--- src/rtl/b16_boot_pkg.sv ---
// Shared definitions for the b16 boot loader: FSM states in frame order,
// default frame marker and small frame helpers.
package b16_boot_pkg;

    // Loader states; the header/data states are listed in the order their
    // bytes appear on the wire.
    typedef enum logic [3:0] {
        S_SYNC,
        S_ADDR_H,
        S_ADDR_L,
        S_LEN_H,
        S_LEN_L,
        S_DATA_H,
        S_DATA_L,
        S_WRITE,
        S_CSUM,
        S_DONE,
        S_ERR
    } state_e;

    // Frame start marker used unless the top is overridden
    localparam logic [7:0] SYNC_BYTE_DEFAULT = 8'hA5;

    // Field that follows a single-step field on the wire
    function automatic state_e next_field(input state_e s);
        case (s)
            S_ADDR_H: return S_ADDR_L;
            S_ADDR_L: return S_LEN_H;
            S_LEN_H:  return S_LEN_L;
            S_DATA_H: return S_DATA_L;
            default:  return S_SYNC;
        endcase
    endfunction

    // Running 8-bit frame checksum
    function automatic logic [7:0] csum_add(input logic [7:0] sum, input logic [7:0] b);
        return sum + b;
    endfunction

endpackage

--- src/rtl/boot_timeout.sv ---
// Saturating cycle counter: hit is raised in the cycle in which the
// TIMEOUT-th enabled cycle completes, so a state change on that edge lands
// exactly TIMEOUT enabled cycles after counting began.
module boot_timeout #(
    parameter int TIMEOUT = 1000000
) (
    input  logic clk,
    input  logic nreset,
    input  logic en,
    output logic hit
);

    localparam int CW = (TIMEOUT > 1) ? $clog2(TIMEOUT) : 1;
    localparam logic [CW-1:0] LAST = CW'(TIMEOUT - 1);

    logic [CW-1:0] count_q;
    logic [CW-1:0] count_d;

    // Advance while enabled, stop at the last value
    always_comb begin
        count_d = count_q;
        if (en && (count_q != LAST)) begin
            count_d = count_q + 1'b1;
        end
    end

    // Counter register
    always_ff @(posedge clk or negedge nreset) begin
        if (!nreset) begin
            count_q <= '0;
        end else begin
            count_q <= count_d;
        end
    end

    assign hit = en && (count_q == LAST);

endmodule

--- src/rtl/boot_loader.sv ---
// Boot loader: receives framed bytes, writes big-endian 16-bit words into
// the b16 boot RAM and releases the core once a frame checksums clean or
// no host has shown up within TIMEOUT cycles.
module boot_loader
    import b16_boot_pkg::*;
#(
    parameter int          AW        = 12,
    parameter int          TIMEOUT   = 1000000,
    parameter logic [7:0]  SYNC_BYTE = SYNC_BYTE_DEFAULT
) (
    input  logic          clk,
    input  logic          nreset,
    input  logic [7:0]    rx_data,
    input  logic          rx_valid,
    output logic          rx_ready,
    output logic          ram_sel,
    output logic          ram_r,
    output logic [1:0]    ram_w,
    output logic [AW:1]   ram_addr,
    output logic [15:0]   ram_din,
    output logic          cpu_nreset,
    output logic          done,
    output logic          err
);

    state_e          state_q, state_d;
    logic [7:0]      hold_q, hold_d;      // high byte of the field being assembled
    logic [AW-1:0]   addr_q, addr_d;      // next RAM word address
    logic [15:0]     count_q, count_d;    // words still to write
    logic [7:0]      sum_q, sum_d;        // checksum of bytes after SYNC

    logic            rx_ready_q, rx_ready_d;
    logic            ram_sel_q, ram_sel_d;
    logic [AW-1:0]   ram_addr_q, ram_addr_d;
    logic [15:0]     ram_din_q, ram_din_d;
    logic            cpu_nreset_q, cpu_nreset_d;
    logic            done_q, done_d;
    logic            err_q, err_d;

    logic            accept;
    logic            timer_en;
    logic            timeout_hit;

    assign accept = rx_valid && rx_ready_q;

    // SYNC is only ever occupied before the first sync byte (ERR re-syncs
    // straight into ADDR_H), so gating on the state disables the timer for good.
    assign timer_en = (state_q == S_SYNC);

    boot_timeout #(
        .TIMEOUT (TIMEOUT)
    ) u_timeout (
        .clk    (clk),
        .nreset (nreset),
        .en     (timer_en),
        .hit    (timeout_hit)
    );

    // Next-state, datapath and registered-output computation
    always_comb begin
        state_d    = state_q;
        hold_d     = hold_q;
        addr_d     = addr_q;
        count_d    = count_q;
        sum_d      = sum_q;
        ram_addr_d = ram_addr_q;
        ram_din_d  = ram_din_q;
        err_d      = err_q;

        case (state_q)
            S_SYNC: begin
                if (accept && (rx_data == SYNC_BYTE)) begin
                    state_d = S_ADDR_H;
                    sum_d   = '0;
                end else if (timeout_hit) begin
                    state_d = S_DONE;
                    err_d   = 1'b0;
                end
            end
            S_ADDR_H, S_LEN_H, S_DATA_H: begin
                if (accept) begin
                    hold_d  = rx_data;
                    sum_d   = csum_add(sum_q, rx_data);
                    state_d = next_field(state_q);
                end
            end
            S_ADDR_L: begin
                if (accept) begin
                    addr_d  = AW'({hold_q, rx_data});
                    sum_d   = csum_add(sum_q, rx_data);
                    state_d = next_field(state_q);
                end
            end
            S_LEN_L: begin
                if (accept) begin
                    count_d = {hold_q, rx_data};
                    sum_d   = csum_add(sum_q, rx_data);
                    state_d = ({hold_q, rx_data} == 16'd0) ? S_CSUM : S_DATA_H;
                end
            end
            S_DATA_L: begin
                if (accept) begin
                    sum_d      = csum_add(sum_q, rx_data);
                    ram_addr_d = addr_q;
                    ram_din_d  = {hold_q, rx_data};
                    state_d    = S_WRITE;
                end
            end
            S_WRITE: begin
                addr_d  = addr_q + 1'b1;
                count_d = count_q - 16'd1;
                state_d = (count_q == 16'd1) ? S_CSUM : S_DATA_H;
            end
            S_CSUM: begin
                if (accept) begin
                    sum_d = csum_add(sum_q, rx_data);
                    if (csum_add(sum_q, rx_data) == 8'd0) begin
                        state_d = S_DONE;
                        err_d   = 1'b0;
                    end else begin
                        state_d = S_ERR;
                        err_d   = 1'b1;
                    end
                end
            end
            S_DONE: begin
                state_d = S_DONE;
            end
            S_ERR: begin
                if (accept && (rx_data == SYNC_BYTE)) begin
                    state_d = S_ADDR_H;
                    sum_d   = '0;
                    err_d   = 1'b0;
                end
            end
            default: begin
                state_d = S_SYNC;
            end
        endcase

        // Outputs follow the state being entered so they are registered
        rx_ready_d   = !((state_d == S_WRITE) || (state_d == S_DONE));
        ram_sel_d    = (state_d == S_WRITE);
        cpu_nreset_d = (state_d == S_DONE);
        done_d       = (state_d == S_DONE);
    end

    // State, datapath and output registers
    always_ff @(posedge clk or negedge nreset) begin
        if (!nreset) begin
            state_q      <= S_SYNC;
            hold_q       <= '0;
            addr_q       <= '0;
            count_q      <= '0;
            sum_q        <= '0;
            rx_ready_q   <= 1'b0;
            ram_sel_q    <= 1'b0;
            ram_addr_q   <= '0;
            ram_din_q    <= '0;
            cpu_nreset_q <= 1'b0;
            done_q       <= 1'b0;
            err_q        <= 1'b0;
        end else begin
            state_q      <= state_d;
            hold_q       <= hold_d;
            addr_q       <= addr_d;
            count_q      <= count_d;
            sum_q        <= sum_d;
            rx_ready_q   <= rx_ready_d;
            ram_sel_q    <= ram_sel_d;
            ram_addr_q   <= ram_addr_d;
            ram_din_q    <= ram_din_d;
            cpu_nreset_q <= cpu_nreset_d;
            done_q       <= done_d;
            err_q        <= err_d;
        end
    end

    assign rx_ready   = rx_ready_q;
    assign ram_sel    = ram_sel_q;
    assign ram_r      = !ram_sel_q;
    assign ram_w      = {2{ram_sel_q}};
    assign ram_addr   = ram_addr_q;
    assign ram_din    = ram_din_q;
    assign cpu_nreset = cpu_nreset_q;
    assign done       = done_q;
    assign err        = err_q;

endmodule

--- config.mk ---
export PLATFORM = sky130hd
export DESIGN_NAME = boot_loader
export DESIGN_NICKNAME = d
export VERILOG_FILES = /design/src/rtl/b16_boot_pkg.sv /design/src/rtl/boot_timeout.sv /design/src/rtl/boot_loader.sv
export SDC_FILE = /design/constraint.sdc
export NUM_CORES = 1
export LEC_CHECK = 0
export CAP_MARGIN = 20
export CELL_PAD_IN_SITES_DETAIL_PLACEMENT = 0
export CELL_PAD_IN_SITES_GLOBAL_PLACEMENT = 1
export CORE_UTILIZATION = 40
export CTS_CLUSTER_DIAMETER = 80
export DETAILED_ROUTE_END_ITERATION = 16
export PLACE_DENSITY = 0.74
export SLEW_MARGIN = 0
export SYNTH_ARGS = -nofsm -noshare
export SYNTH_HDL_FRONTEND = slang
export SYNTH_SLANG_ARGS = --single-unit
--- constraint.sdc ---
create_clock -name clk -period 2.8 [get_ports clk]
set_input_delay 0.28 -clock clk [delete_from_list [all_inputs] [get_ports clk]]
set_output_delay 0.28 -clock clk [all_outputs]
set_load 0.05 [all_outputs]
---- Word level (Yosys, flattened, before mapping) ----
Index checks and enable logic that the tools add are counted.
operators by class
  $add $sub $neg .......................... 4
  $mul .................................... 0
  divide/modulo/power cells ............... 0
  magnitude comparators ................... 0
  equality and inequality tests ........... 24
  shift operators ......................... 0
  multiplexer cells ....................... 26
  bitwise gates (word level) .............. 0
  reduce and logical (&&, ||, !) cells .... 23
operator list
  cell                     number
  $mux W4                  10
  $pmux W4 S9              1
  $pmux W16 S2             1
  $pmux W12 S2             1
  $add A20 B1 Y20 const B  1
  $eq A20 B20 Y1 const B   1
  $eq A4 B3 Y1 const B     5
  $ne A20 B20 Y1 const B   1
  $eq A16 B1 Y1 const B    1
  $eq A4 B4 Y1 const B     4
  $logic_not A16 Y1        1
  $mux W16                 1
  $mux W8                  2
  $pmux W8 S2              1
  $sub A16 B1 Y16 const B  1
  $add A12 B1 Y12 const B  1
  $mux W12                 1
  $ne A2 B2 Y1 const B     6
  $pmux W3 S3              1
  $add A8 B8 Y8            1
  $eq A4 B2 Y1 const B     2
  $eq A8 B8 Y1 const B     1
  $logic_not A8 Y1         1
  $reduce_and A2 Y1        4
  16 further kinds         27
storage, ports and cells
  flip-flop bits (word level) ............. 100
  latch bits .............................. 0
  bits in writable memories ............... 0
  memory bits (read-only) ................. 0
  input port bits ......................... 11
  output and inout port bits .............. 36
  logic and storage cells ................. 89
  memories ................................ 0

---- Logic depth before layout (Yosys ltp) ----
Gate-level depths: netlist of the first run.
  depth after elaboration ................. 8
  mapped depth ............................ 9
  depth with buffers taken out ............ 8

---- By module ----
A second synthesis of the first run with hierarchy kept.
second synthesis, totals
  cells, all modules ...................... 503
  area, all modules ....................... 5255.0 µm²
modules (own cells, without submodules)
  module        instances  cells each  area each (µm²)  sequential area each (µm²)
  boot_loader   1          411         4266.6           2001.9
  boot_timeout  1          92          988.4            500.5

---- Least setup slack after synthesis of the first run ----
OpenSTA, ideal clock, no wires.
  path type ............................... flip-flop to flip-flop
  from .................................... register sum_q[0]
  to ...................................... register state_q[1]
  setup time .............................. 150 ps
  arrival ................................. 2092 ps
  required time ........................... 2650 ps
  slack ................................... 558 ps
  stages on the path, launching flop included .. 9
  path buffers ............................ 0
  clock period less this slack ............ 2242 ps
  cells stage by stage .................... dfrtp_1 > ha_1 > fa_1 > a211oi_1 > nor2_1 > xor2_1 > nor4_1 > a31o_2 > o311ai_0
on the way
  word-level cells in the longest chain between the ends .. 5
ends and longest elaborated chain
  what                    line                source
  start, declared         boot_loader.sv:30   logic [7:0] sum_q, sum_d;
  start signal, assigned  boot_loader.sv:168  sum_q <= sum_d;
  $add A8 B8 Y8           b16_boot_pkg.sv:37  return sum + b;
  $logic_not A8 Y1        boot_loader.sv:117  if (csum_add(sum_q, rx_data) == 8'd0) begin
  $mux W2                 boot_loader.sv:117
  $mux W4                 boot_loader.sv:115  if (accept) begin
  $pmux W4 S9             boot_loader.sv:70   case (state_q)
  net state_d[1]          boot_loader.sv:26   state_e state_q, state_d;
  end signal, assigned    boot_loader.sv:164  state_q <= state_d;
  end, declared           boot_loader.sv:26
The timed path passes the listed nets, and every way through them passes these cells.
A chain may end at the register's enable or synchronous reset.

---- Worst setup path after layout of the first run ----
  from .................................... input port rx_data[0]
  to ...................................... register state_q[1]
on the way
  word-level cells in the longest chain between the ends .. 5
  elaborated cells between the ends (all ways) .. 9
  those cells by class .................... 1 x add/sub; 1 x eq/ne; 5 x mux; 2 x reduce/logical
ends and longest elaborated chain
  what              line                source
  start, declared   boot_loader.sv:13   input logic [7:0] rx_data,
  $add A8 B8 Y8     b16_boot_pkg.sv:37
  $logic_not A8 Y1  boot_loader.sv:117
  $mux W2           boot_loader.sv:117
  $mux W4           boot_loader.sv:115
  $pmux W4 S9 *     boot_loader.sv:70
  net state_d[1]    boot_loader.sv:26
Mark *: on every way through the listed nets, which the timed path passes. The rest lies on a longest branch.

==> metrics.md, run 1 <==
| Metric | Value |
|---|---|
| Outcome | finished clean |
| Syn_nets | between 400 and 500 |
| Count leader, synth | dfrtp_1 |
| Ys flop type | dfrtp_1 |
| Area leader, netlist | dfrtp_1 |
| FMAX | 0.400 GHz |
| Number of remaining DRC errors | 0 |
| IO Pins | 47 |
| # rows | 40 |
| Initial DRT Pass Iterations | 5 |
| Antenna Cells | 0 |
| Wire per inst | approximately 17 um |
| Hold slack | about 0.45 ns |
| Mapped Cells | about 480 |
| CTS tree | built |
| EDFF count, synth | 0 |
| Die X | around 110 um |
| CTS root buffer | clkbuf_16 |
| Final Slew Violations | 0 |
| Post-layout nets | approximately 560 |
| Drt initial violations | roughly 290 |
| Synth top area cells | dfrtp_1 49%, mux2_2 8.2%, nand2_1 3.7%, xnor2_1 2.9%, ha_1 2.7% |
| DPL Wire Length | around 8600 um |
| Clock sink count | 100 |
| Fin Setup TNS | 0 ns |
| Worst EP required | ~3.0 ns |
| Layout area overhead | 21.4% |
| Starting Density | 0.416 |
| Startpoint Class | primary input |
| Overall routed net length | 12000 um |
| Async set or reset register ratio after synthesis | 1.00 |
| Leakage | between 2 and 3 nW |
| Post-CTS setup buffers | 0 |
| Final setup margin | slightly above 0.3 ns |
| CTS buffer count | 9 |
| Overflow after GRT | 0 |
| Clock network power share | 0.189 |
| Worst slack at placement | -0.0634 ns |
| Placed Cells | 697 |
| P per Cell Area | between 1000 and 1500 nW/um^2 |
| Combinational share of power | 0.429 |
| Synthesized area | between 5000 and 6000 um^2 |
| Share of the synthesized area in the top cell type | 0.495 |
| CTS resizes | 0 |
| Total power | approximately 6.8 mW |
| Yosys warns | 0 |
| Worst vdd ir | 0.630 mV |
| Vias in the first global route | about 3800 |
| Reg clk slew, reported paths | about 0.070 ns |
| Worst slew pin tran | about 0.66 ns |
| FF+latch count, synth | 100 |
| Via density | 5.57 |
| Fin cells | ~700 |
| Post-synth top cells | 100 x dfrtp_1, 50 x nand2_1, 37 x mux2_2, 27 x nand3_1, 27 x nor2_1 |
| Latest clock arrival within the worst-skew pair | roughly 0.35 ns |
| Int Power | about 4.0 mW |
| Final setup vio count | 0 |
| RSZ-0062 raised after global routing | no |
| Hold WC Path Type | primary input to async pin |
| Die area | approximately 13000 um^2 |
| Die height | between 100 and 150 um |
| Synth unique cells | 63 |
| Max-cap violations | 0 |
| CP Class | primary input to flip-flop |
| Antenna violation net count after detailed routing | 0 |
| Vias | between 3000 and 4000 |
| Global-route wire length before repair | 19500 um |
| Layout cells sized above 1 | 0.178 |
| Total track usage | 0.197 |
| Initial antenna violation count | 0 |
| Gpl congestion | around 0.90 |
| Critical Path Fanout Max | 4 |
| Hold Fails Final Rpt | 0 |
| Crit path arrival time | ~2.7 ns |
| Worst Setup End Kind | flip-flop |
| Final worst-path cycle share | 0.892 |
| Clock Skew | roughly 0.0054 ns |
| Reg power frac | 0.383 |
| Register area share after synthesis | 0.495 |
| Htree depth | 3 |
| Rel. slew slack | 0.553 |
| Core area | about 12000 um^2 |
| Net Sw Power | 2.79 mW |
| Sw Share | 0.412 |
| Clock period minus worst slack | around 2.5 ns |
| Largest net degree at the start of global routing | 43 |
| PortBufs | between 40 and 50 |
| Avg Inst Size Synth | 10.6 um^2 |
| Clk buf depth | 2 |
==> metal layers <==
| metal | vias up | wire length, um | global-route usage |
|---|---|---|---|
| met5 | - | 0 | 0 |
| met4 | 0 | 208 | 0.0805 |
| li1 | 1902 | - | - |
| met1 | 1933 | 5610 | 0.274 |
| met3 | 15 | 585 | 0.0307 |
| met2 | 125 | 5560 | 0.305 |
==> sequential cells by signal, summed over array words and instances (netlist names) <==
| name | cells |
|---|---|
| hold_q | 8 |
| sum_q | 8 |
| done | 1 |
| ram_din | 16 |
| rx_ready | 1 |
| err | 1 |
| addr_q | 12 |
| ram_addr | 12 |
| ram_sel | 1 |
| count_q | 16 |
| state_q | 4 |
| u_timeout.count_q | 20 |
==> power by group through the flow <==
stage | sequential [mW] | combinational (mW) | clock (mW)
after CTS | 2.59 | 2.92 | 1.31
after detailed placement | 2.61 | 2.91 | 0
final | 2.59 | 2.90 | 1.28
after floorplan | 3.07 | 1.52 | 0
after global placement | 2.59 | 2.86 | 0
after global routing | 2.69 | 3.16 | 1.36
==> timing repair <==
| item | 4_1_cts | 5_1_grt |
|---|---|---|
| setup endpoints to repair | 0 | 0 |
| hold buffers | 1 | 0 |
| hold endpoints to repair | 39 | 0 |
==> placed cells by master, fill, tap and decap left out, drive strengths merged, types with 5 or more instances in the layout <==
cell / synthesis / final
clkbuf: 14 / 12
o211ai: 10 / 10
a211oi: 5 / 5
nand3: 27 / 27
xor2: 10 / 10
a21oi: 18 / 18
nand4: 13 / 13
o21ai: 23 / 23
inv: 11 / 11
buf: 6 / 29
nand2: 50 / 50
nor4: 10 / 10
nand2b: 5 / 5
ha: 11 / 11
nor2: 27 / 27
nor3: 7 / 7
xnor2: 17 / 17
or3: 5 / 5
dfrtp: 100 / 100
clkdlybuf4s50: 0 / 45
mux2: 37 / 37
and3: 6 / 6
==> final cells by class <==
class,instances,area (um^2)
flip-flops and latches,100,2500
clock inverters,4,47.5
clock buffers,12,256
inverters,11,41.3
repair buffers,75,678
fillers,1127,6030
well taps,168,210
multi-input cells,344,2400
==> critical path, stage by stage <==
cell and delay, ns:
clkdlybuf4s50_1 0.43, ha_1 0.24, fa_1 0.39, a211oi_1 0.30
nor2_1 0.10, xor2_1 0.16, nor4_1 0.30, buf_4 0.17
a31o_2 0.18, o311ai_0 0.14
==> worst paths after layout <==
kind / start / to / slack [ns] / depth (start not counted)
hold / removal: nreset / count_q[6] / 0.45 / 2
hold reg to reg: u_timeout.count_q[5] / u_timeout.count_q[5] / 0.48 / 1
max in group asynchronous: nreset / ram_din[14] / 1.57 / 3
min in group clk: u_timeout.count_q[5] / u_timeout.count_q[5] / 0.48 / 1
setup / recovery: rx_data[0] / state_q[1] / 0.30 / 10
setup reg to reg: sum_q[0] / state_q[1] / 0.31 / 9
==> per-stage QoR <==
stage                util  area (um^2)
finish              0.505         6140
global route        0.505         6140
CTS                 0.505         6140
detailed placement  0.479         5820
global placement    0.479         5820
floorplan               -         5060
==> cell families after synthesis <==
| group | count (synthesis) | synth area share |
|---|---|---|
| XOR/XNOR | 27 | 0.0468 |
| AND/OR/NAND/NOR | 175 | 0.186 |
| adder cells (fa/ha/maj) | 12 | 0.0312 |
| multiplexers | 37 | 0.0824 |
| AO/OA/AOI/OAI | 93 | 0.127 |
| buffers and inverters | 31 | 0.0317 |
| flip-flops | 100 | 0.495 |
Power figures use the tool's default switching activity.
==> run 2: changes to the inputs <==
--- a/config.mk
+++ b/config.mk
@@ -9,7 +9,9 @@
 export CELL_PAD_IN_SITES_DETAIL_PLACEMENT = 0
 export CELL_PAD_IN_SITES_GLOBAL_PLACEMENT = 1
+export CORE_MARGIN = 2
 export CORE_UTILIZATION = 40
 export CTS_CLUSTER_DIAMETER = 80
 export DETAILED_ROUTE_END_ITERATION = 16
+export GPL_ROUTABILITY_DRIVEN = 1
 export PLACE_DENSITY = 0.74
 export SLEW_MARGIN = 0
==> constraint.sdc (replaced) <==
create_clock -name clk -period 2.8 [get_ports clk]
set_input_delay 0.28 -clock clk [delete_from_list [all_inputs] [get_ports clk]]
set_output_delay 0.28 -clock clk [all_outputs]
set_load 0.01 [all_outputs]
==> run 2 against run 1 <==
Sequential share of layout area stayed put. First-iteration DRC count is 6.6% lower. Via count is 0.68% lower. Combinational power is 21% lower. Critical endpoint unchanged. Core utilization is 1.2 points lower. Clock skew is 0.00089 ns higher.
==> metrics.md, run 2 (synthesis gave the netlist of run 1 again) <==
| Metric | Value |
|---|---|
| GRT met3 Usage | 0.0400 |
| Largest net degree at the start of global routing | 57 |
| RSZ-0062 raised after global routing | no |
| Critical path's slowest cell | clkdlybuf4s50_1 |
| Net Sw Power | 2.22 mW |
| Gpl congestion | ~0.84 |
| Antenna Cells | 0 |
| Clock period minus worst slack | around 2.5 ns |
| Antenna violation net count after detailed routing | 0 |
| Final Core Density | 0.492 |
| Global-route wire length before repair | approximately 20000 um |
| Worst EP required | around 3 ns |
| Hold Fails Final Rpt | 0 |
| Wire per inst | 17.0 um |
| PortBufs | 46 |
| Die area | approximately 14000 um^2 |
| CTS tree | built |
| Outcome | finished clean |
| Die height | about 120 um |
| CTS root buffer | clkbuf_16 |
| Latest clock arrival within the worst-skew pair | around 0.35 ns |
| Met2 Usage GRT | 0.290 |
| Most common cell after layout, fill and taps aside | dfrtp_1 |
| Post-layout nets | 560 |
| GR Util met1 | 0.267 |
| CP Class | primary input to flip-flop |
| DPL Wire Length | 8540 um |
| FMAX | a little under 0.4 GHz |
| Layout area overhead | 21.4% |
| Core area | ~12000 um^2 |
| Combinational share of power | 0.369 |
| CP peak stage delay | about 0.43 ns |
| Clock sink count | 100 |
| Startpoint Class | primary input |
| Die X | around 120 um |
| Top Family by Delay on Critical Path | compound AO/OA/AOI/OAI gates |
| Rel. slew slack | 0.605 |
| CTS resizes | 0 |
| Via density | 5.53 |
| Clk buf depth | 2 |
| # rows | just over 40 |
| Worst vdd ir | ~0.45 mV |
| Worst Setup End Kind | flip-flop |
| Total power | ~6.2 mW |
| Max-cap violations | 0 |
| Number of remaining DRC errors | 0 |
| Worst slew pin tran | roughly 0.6 ns |
| Vias | 3948 |
| CP bufs+invs | 1 |
| Critical Path Fanout Max | 4 |
| P per Cell Area | ~1000 nW/um^2 |
| Grt peak-use layer | met2 |
| Final Slew Violations | 0 |
| Layout cells sized above 1 | 0.172 |
| Drt initial violations | approximately 270 |
| Overflow after GRT | 0 |
| Vias in the first global route | approximately 3700 |
| CTS buffer count | 9 |
| Clock network power share | 0.214 |
| Final setup vio count | 0 |
| Post-route cell area | 6140 um^2 |
| Placed Area | 5810 um^2 |
| Reg power frac | 0.417 |
| Int Power | approximately 4.0 mW |
| Leakage | roughly 2.6 nW |
| Htree depth | 3 |
| Overall routed net length | ~12000 um |
| Fillers | ~1100 |
| Top reg by flops | u_timeout.count_q |
| Sw Share | 0.355 |
| Starting Density | 0.406 |
| Clock Skew | 0.00633 ns |
| Max FFs per register | 20 |
| Hold WC Path Type | primary input to async pin |
| Worst-path cell chain | clkdlybuf4s50_1, ha_1, fa_1, a211oi_1, nor2_1, xor2_1, nor4_1, a31o_2, o311ai_0 |
| Initial antenna violation count | 0 |
| Crit path arrival time | approximately 2.7 ns |
| IO Pins | 47 |
| Commonest cells after routing, fill and taps aside | 100 x dfrtp_1, 50 x nand2_1, 45 x clkdlybuf4s50_1 |
| Final worst-path cycle share | 0.900 |
| Total track usage | 0.192 |
| Reg clk slew, reported paths | around 0.07 ns |
| Initial DRT Pass Iterations | 4 |
==> run 2: layer usage <==
layer / routed length (um) / up-vias
li1: - / 1886
met3: 713 / 17
met2: 5580 / 120
met4: 267 / 0
met5: 0 / -
met1: 5600 / 1925
==> run 2: cell type report <==
| type | count | area [um^2] | area share |
|---|---|---|---|
| timing repair buffer | 71 | 661 | 0.108 |
| inverter | 11 | 41.3 | 0.00673 |
| multi-input combinational | 344 | 2400 | 0.391 |
| tap | 172 | 215 | 0.0351 |
| sequential | 100 | 2500 | 0.408 |
| clock inverter | 6 | 87.6 | 0.0143 |
| clock buffer | 10 | 229 | 0.0373 |
==> run 2: per-stage QoR <==
stage | instances | hold slack (ns) | worst slack, ns | setup TNS [ns]
4_1_cts | 714 | 0.474 | 0.307 | 0
3_5_place_dp | 697 | 0.325 | -0.0676 | -0.0676
6_report | 714 | 0.470 | 0.280 | 0
2_1_floorplan | 475 | -0.0156 | 0.558 | 0
3_3_place_gp | 697 | 0.314 | 0.0169 | 0
5_1_grt | 714 | 0.484 | 0.172 | 0
==> run 2: repair_timing <==
| action | in CTS | in global routing |
|---|---|---|
| endpoints found under the hold margin | 44 | 0 |
| hold buffers | 1 | 0 |
| setup buffers | 0 | 0 |
==> run 2: power by group through the flow <==
stage	registers, mW	logic [mW]	clock network, mW
4_1_cts	2.60	2.32	1.37
3_5_place_dp	2.62	2.31	0
5_1_grt	2.69	2.57	1.44
6_report	2.60	2.30	1.34
2_1_floorplan	2.49	1.50	0
3_3_place_gp	2.59	2.25	0
==> run 2: worst paths after layout <==
kind / from / endpoint / slack (ns) / cells after the start
min in group clk: u_timeout.count_q[5] / u_timeout.count_q[5] / 0.47 / 1
hold / removal: nreset / ram_din[11] / 0.47 / 2
hold reg to reg: u_timeout.count_q[5] / u_timeout.count_q[5] / 0.47 / 1
setup / recovery: rx_data[0] / state_q[1] / 0.28 / 9
setup reg to reg: sum_q[0] / state_q[1] / 0.29 / 8
max in group asynchronous: nreset / u_timeout.count_q[2] / 1.60 / 3
